$ cat config.mk
export PLATFORM = sky130hd
export DESIGN_NAME = controle_municao
export DESIGN_NICKNAME = d
export VERILOG_FILES = /design/src/rtl/controle_municao.sv
export SDC_FILE = /design/constraint.sdc
export NUM_CORES = 1
export LEC_CHECK = 0
export ABC_AREA = 1
export ABC_CLOCK_PERIOD_IN_PS = 1900
export CAP_MARGIN = 20
export CELL_PAD_IN_SITES_DETAIL_PLACEMENT = 1
export CELL_PAD_IN_SITES_GLOBAL_PLACEMENT = 1
export CORE_MARGIN = 2
export CORE_UTILIZATION = 42
export DETAILED_ROUTE_END_ITERATION = 12
export PLACE_DENSITY = 0.8
export SYNTH_ARGS = -nofsm -noshare
export SYNTH_HDL_FRONTEND = slang
export SYNTH_SLANG_ARGS = --single-unit
$ cat constraint.sdc
create_clock -name clock -period 1.9 [get_ports clock]
set_input_delay 0.475 -clock clock [delete_from_list [all_inputs] [get_ports clock]]
set_output_delay 0.475 -clock clock [all_outputs]
set_load 0.02 [all_outputs]
$ cat src/rtl/controle_municao.sv
// Ammunition counter and reload sequencer for the turret: paces shots with a
// cooldown, drives servo_recarga and waits (bounded) for it to finish.
module controle_municao #(
    parameter int CAPACIDADE         = 6,
    parameter int INTERVALO_DISPARO  = 25_000_000,
    parameter int LARGURA_RECARREGAR = 5,
    parameter int TIMEOUT_RECARGA    = 150_000_000
) (
    input  logic                              clock,
    input  logic                              reset,
    input  logic                              atirar,
    input  logic                              recarregar_manual,
    input  logic                              fim_recarga,
    output logic                              disparo,
    output logic                              recarregar,
    output logic [$clog2(CAPACIDADE+1)-1:0]   municao,
    output logic                              pronto,
    output logic                              vazio,
    output logic                              erro,
    output logic [2:0]                        db_estado
);

    localparam int MW    = $clog2(CAPACIDADE + 1);
    localparam int MAX_A = (INTERVALO_DISPARO > LARGURA_RECARREGAR) ? INTERVALO_DISPARO
                                                                     : LARGURA_RECARREGAR;
    localparam int MAXP  = (MAX_A > TIMEOUT_RECARGA) ? MAX_A : TIMEOUT_RECARGA;
    localparam int CW    = (MAXP > 1) ? $clog2(MAXP) : 1;

    localparam logic [MW-1:0] CHEIO    = MW'(CAPACIDADE);
    localparam logic [CW-1:0] CARGA_IN = CW'(INTERVALO_DISPARO - 1);
    localparam logic [CW-1:0] CARGA_LR = CW'(LARGURA_RECARREGAR - 1);
    localparam logic [CW-1:0] CARGA_TO = CW'(TIMEOUT_RECARGA - 1);

    typedef enum logic [2:0] {
        PRONTO          = 3'd0,
        DISPARO         = 3'd1,
        ESPERA          = 3'd2,
        PEDE_RECARGA    = 3'd3,
        AGUARDA_RECARGA = 3'd4,
        ERRO            = 3'd7
    } estado_t;

    estado_t         estado, prox_estado;
    logic [CW-1:0]   cnt, prox_cnt;
    logic [MW-1:0]   prox_municao;
    logic            atirar_q, manual_q, fim_q;
    logic            borda_tiro, borda_manual, borda_fim;

    // Detector registers clear to 0, so a level held high through reset
    // release is seen as an edge on the first clock.
    always_ff @(posedge clock or negedge reset) begin
        if (!reset) begin
            atirar_q <= 1'b0;
            manual_q <= 1'b0;
            fim_q    <= 1'b0;
        end else begin
            atirar_q <= atirar;
            manual_q <= recarregar_manual;
            fim_q    <= fim_recarga;
        end
    end

    assign borda_tiro   = atirar & ~atirar_q;
    assign borda_manual = recarregar_manual & ~manual_q;
    assign borda_fim    = fim_recarga & ~fim_q;

    always_ff @(posedge clock or negedge reset) begin
        if (!reset) begin
            estado  <= PRONTO;
            cnt     <= '0;
            municao <= CHEIO;
        end else begin
            estado  <= prox_estado;
            cnt     <= prox_cnt;
            municao <= prox_municao;
        end
    end

    // One shared down-counter, reloaded on each entry to a timed state and
    // leaving that state when it reads zero.
    always_comb begin
        prox_estado  = estado;
        prox_cnt     = cnt;
        prox_municao = municao;
        case (estado)
            PRONTO: begin
                if (borda_manual && municao < CHEIO) begin
                    prox_estado = PEDE_RECARGA;
                    prox_cnt    = CARGA_LR;
                end else if (borda_tiro && municao != '0) begin
                    prox_estado = DISPARO;
                end
            end
            DISPARO: begin
                prox_municao = municao - 1'b1;
                prox_estado  = ESPERA;
                prox_cnt     = CARGA_IN;
            end
            ESPERA: begin
                if (cnt == '0) begin
                    if (municao == '0) begin
                        prox_estado = PEDE_RECARGA;
                        prox_cnt    = CARGA_LR;
                    end else begin
                        prox_estado = PRONTO;
                    end
                end else begin
                    prox_cnt = cnt - 1'b1;
                end
            end
            PEDE_RECARGA: begin
                // fim_recarga edges here belong to the previous reload
                if (cnt == '0) begin
                    prox_estado = AGUARDA_RECARGA;
                    prox_cnt    = CARGA_TO;
                end else begin
                    prox_cnt = cnt - 1'b1;
                end
            end
            AGUARDA_RECARGA: begin
                if (borda_fim) begin
                    prox_municao = CHEIO;
                    prox_estado  = PRONTO;
                end else if (cnt == '0) begin
                    prox_estado = ERRO;
                end else begin
                    prox_cnt = cnt - 1'b1;
                end
            end
            ERRO: begin
                if (borda_manual) begin
                    prox_estado = PEDE_RECARGA;
                    prox_cnt    = CARGA_LR;
                end
            end
            default: prox_estado = PRONTO;
        endcase
    end

    assign disparo    = (estado == DISPARO);
    assign recarregar = (estado == PEDE_RECARGA);
    assign pronto     = (estado == PRONTO);
    assign erro       = (estado == ERRO);
    assign vazio      = (municao == '0);
    assign db_estado  = estado;

endmodule

==> results.cfg <==
[clocking]
max-clock-path-buffers = 2
cts.hold.buffers_added = 0
cts_buffers = 5
cts_htree_levels = 2
clk_latency_ps = 300
cts_tree = built
clkSlewWorstSetupHoldPaths_ps = 80
tritoncts_num_sinks = 37
clockRootBuffer = sky130_fd_sc_hd__clkbuf_8

[synthesis]
syn-num-nets = 424
most_used_standard_cell_by_instance_count_after_synthesis = sky130_fd_sc_hd__nand2_1
ys_seq_area_frac = 0.351
netlist_instances = 416
cell_area_synth_um2 = 2640
synth.lib_cells_used.distinct = 34
yosys_most_used_dff = sky130_fd_sc_hd__dfrtp_1
yosys.area.top_type = sky130_fd_sc_hd__dfrtp_1
yosys-top-cells-count = 166 x sky130_fd_sc_hd__nand2_1, 54 x sky130_fd_sc_hd__nor2_1, 48 x sky130_fd_sc_hd__inv_1
synth_area_leaders = sky130_fd_sc_hd__dfrtp_1 33%, sky130_fd_sc_hd__nand2_1 24%, sky130_fd_sc_hd__nor2_1 7.7%, sky130_fd_sc_hd__inv_1 6.8%, sky130_fd_sc_hd__nand3_1 5.9%
asyncSetResetFlopFracSynth = 1.00
synth.avg_cell_area_um2 = 6.35
synth_largest_type_area_fraction = 0.332
synth-seq-cells = 37
ys.warnings.count = 0
synth_enable_flop_cells = 0

[worst_setup_path]
worstPathRequired_ps = 2130
worst-setup-path-type = flop to flop
r2r_depth = 12
arrival_ps = 2170
timing.critical_path.from_type = flop
crit_path_max_fanout = 5
critPathCaptureType = flop

[route]
post-route-drc-count = 0
detailroute.via_count = 3076
dr.pass1.iters = 4
initialDrtViolationCount = 192
totalWireLength_mm = 10.7
wl_per_cell_um = 18.8
postRouteAntennaNets = 0
via_per_inst = 5.43

[die]
coreArea_um2 = 5990
boundaryPins = 16
horizontal_extent_of_the_die_um = 83.3
chipHeight_um = 83.3
design.die.area_um2 = 6940
std_cell_rows = 28
floorplan.initialDensity = 0.441

[timing]
pins_over_their_slew_limit = 0
clock-skew-final_ps = 6.35
setup_repair_after_global_routing_missed_its_margin = true
worst_slew_pin_slew_ps = 469
postLayoutSetupSlackWorst_ps = -31.1
peak_clock_frequency_supported_by_timing_ghz = 0.518
finalHoldViolCount = 0
fin_crit_ps = 1930
finalSetupViolations = 1
timing.final.crit_share = 1.02
timing.slew.headroom = 0.685

[global_routing]
grt_total_usage = 0.274
grt_pass1_wl_mm = 15.2
largest_net_degree_at_the_start_of_global_routing = 22
number_of_global_route_vias_before_repair = 3100
globalRouteOverflowTotal = 0
grt_antenna_before_repair = 0

[place]
pre_cts_ws_ps = -238
detailed_place_hpwl_mm = 6.84
place.port_buffers = 15
place_congestion = 0.909

[power]
power_density_nw_per_um2 = 2030
static-leakage-power_nw = 1.93
peak_supply_drop_v = 0.000987

[layout]
drive_gt1_frac = 0.276
antenna_cells_inserted = 0
areaGrowthSynthToFinish_pct = 34.5
final_util = 0.593
layout.nets = 499

[status]
violated_checks = negative setup slack
status = finished, violations left

[job]
maxCapViolCount = 0

[worst_hold_path]
worstHoldPathType = input port to asynchronous set/reset pin
==> critical path, stage by stage, from the launching register on <==
cell                      delay [ps]
sky130_fd_sc_hd__dfrtp_2         430
sky130_fd_sc_hd__inv_2            70
sky130_fd_sc_hd__nand2_2          80
sky130_fd_sc_hd__nor2_1           50
sky130_fd_sc_hd__buf_4           140
sky130_fd_sc_hd__nand2_2          80
sky130_fd_sc_hd__nand2_2          60
sky130_fd_sc_hd__nor3_4          250
sky130_fd_sc_hd__buf_4           160
sky130_fd_sc_hd__nand3_2         110
sky130_fd_sc_hd__nor2_4          180
sky130_fd_sc_hd__nand2_1         120
sky130_fd_sc_hd__nand2_1         120
==> state kept, by name (all words and copies together), names as in the netlist <==
register and cells:
fim_q 1, atirar_q 1, cnt 28, manual_q 1
municao 3, db_estado 3
==> final cells by class <==
| class | instances | area [um2] |
|---|---|---|
| fillers | 800 | 2440 |
| well taps | 75 | 93.8 |
| clock buffers | 8 | 90.1 |
| flip-flops and latches | 37 | 937 |
| multi-input cells | 321 | 1630 |
| repair buffers | 73 | 599 |
| inverters | 53 | 199 |
==> power by group <==
part,switching [mW],total (mW),internal (mW)
sequential,0.286,1.37,1.09
clock,0.321,0.618,0.297
combinational,3.25,5.23,1.99
total,3.85,7.22,3.37
==> final timing paths <==
path	startpoint	end	slack, ps
min reg2reg	cnt[1]$_DFFE_PN0P_	cnt[1]$_DFFE_PN0P_	500
min in group clock	recarregar_manual	manual_q$_DFF_PN0_	370
max	db_estado[1]$_DFFE_PN0P_	cnt[15]$_DFFE_PN0P_	-30
max reg2reg	db_estado[1]$_DFFE_PN0P_	cnt[15]$_DFFE_PN0P_	-30
min	reset	db_estado[1]$_DFFE_PN0P_	110
max in group asynchronous	reset	municao[1]$_DFFE_PN1P_	1240
==> stage by stage <==
step	instance area [um2]	TNS (ps)	total power [mW]	cells	hold WS (ps)
finish	3550	-31.1	7.22	567	110
global route	3550	-951	7.74	567	122
CTS	3320	0	6.44	555	113
detailed placement	3210	-5690	5.76	544	436
global placement	3210	-3760	5.57	544	433
floorplan	2640	0	3.99	416	179
==> placed cells by master, fill, tap and decap left out, drive strengths merged <==
cell / n
dfrtp: 35
nor3: 6
ha: 3
dlygate4sd2: 3
o21ai: 13
a21oi: 4
o22ai: 1
nor2: 64
inv: 53
xor2: 5
nor3b: 1
nand2: 171
o21bai: 1
buf: 60
clkbuf: 11
a31oi: 1
and2: 1
dlymetal6s2s: 1
or2: 2
o211a: 1
nand4: 7
o21a: 1
clkdlybuf4s50: 6
dfstp: 2
nand3: 32
xnor2: 7
==> what timing repair did <==
action	CTS	global route
cloned	0	0
pin swaps	2	12
buffers inserted	3	12
gates resized for setup	16	55
endpoints found under the setup margin	25	35
==> kinds of logic after synthesis <==
logic type,share of synthesized area
compound gates,0.0478
xor+xnor,0.0398
fa+ha+maj,0.0142
buf+inv,0.0886
flops,0.351
simple gates,0.458
==> layer usage <==
metal	global-route usage	vias to the layer above	part of all wire
met2	0.479	93	0.51
met5	0	-	0
met3	0.0537	25	0.058
li1	-	1428	-
met1	0.338	1530	0.41
met4	0.0879	0	0.028
Note: power is estimated with default switching activity, not from simulation.
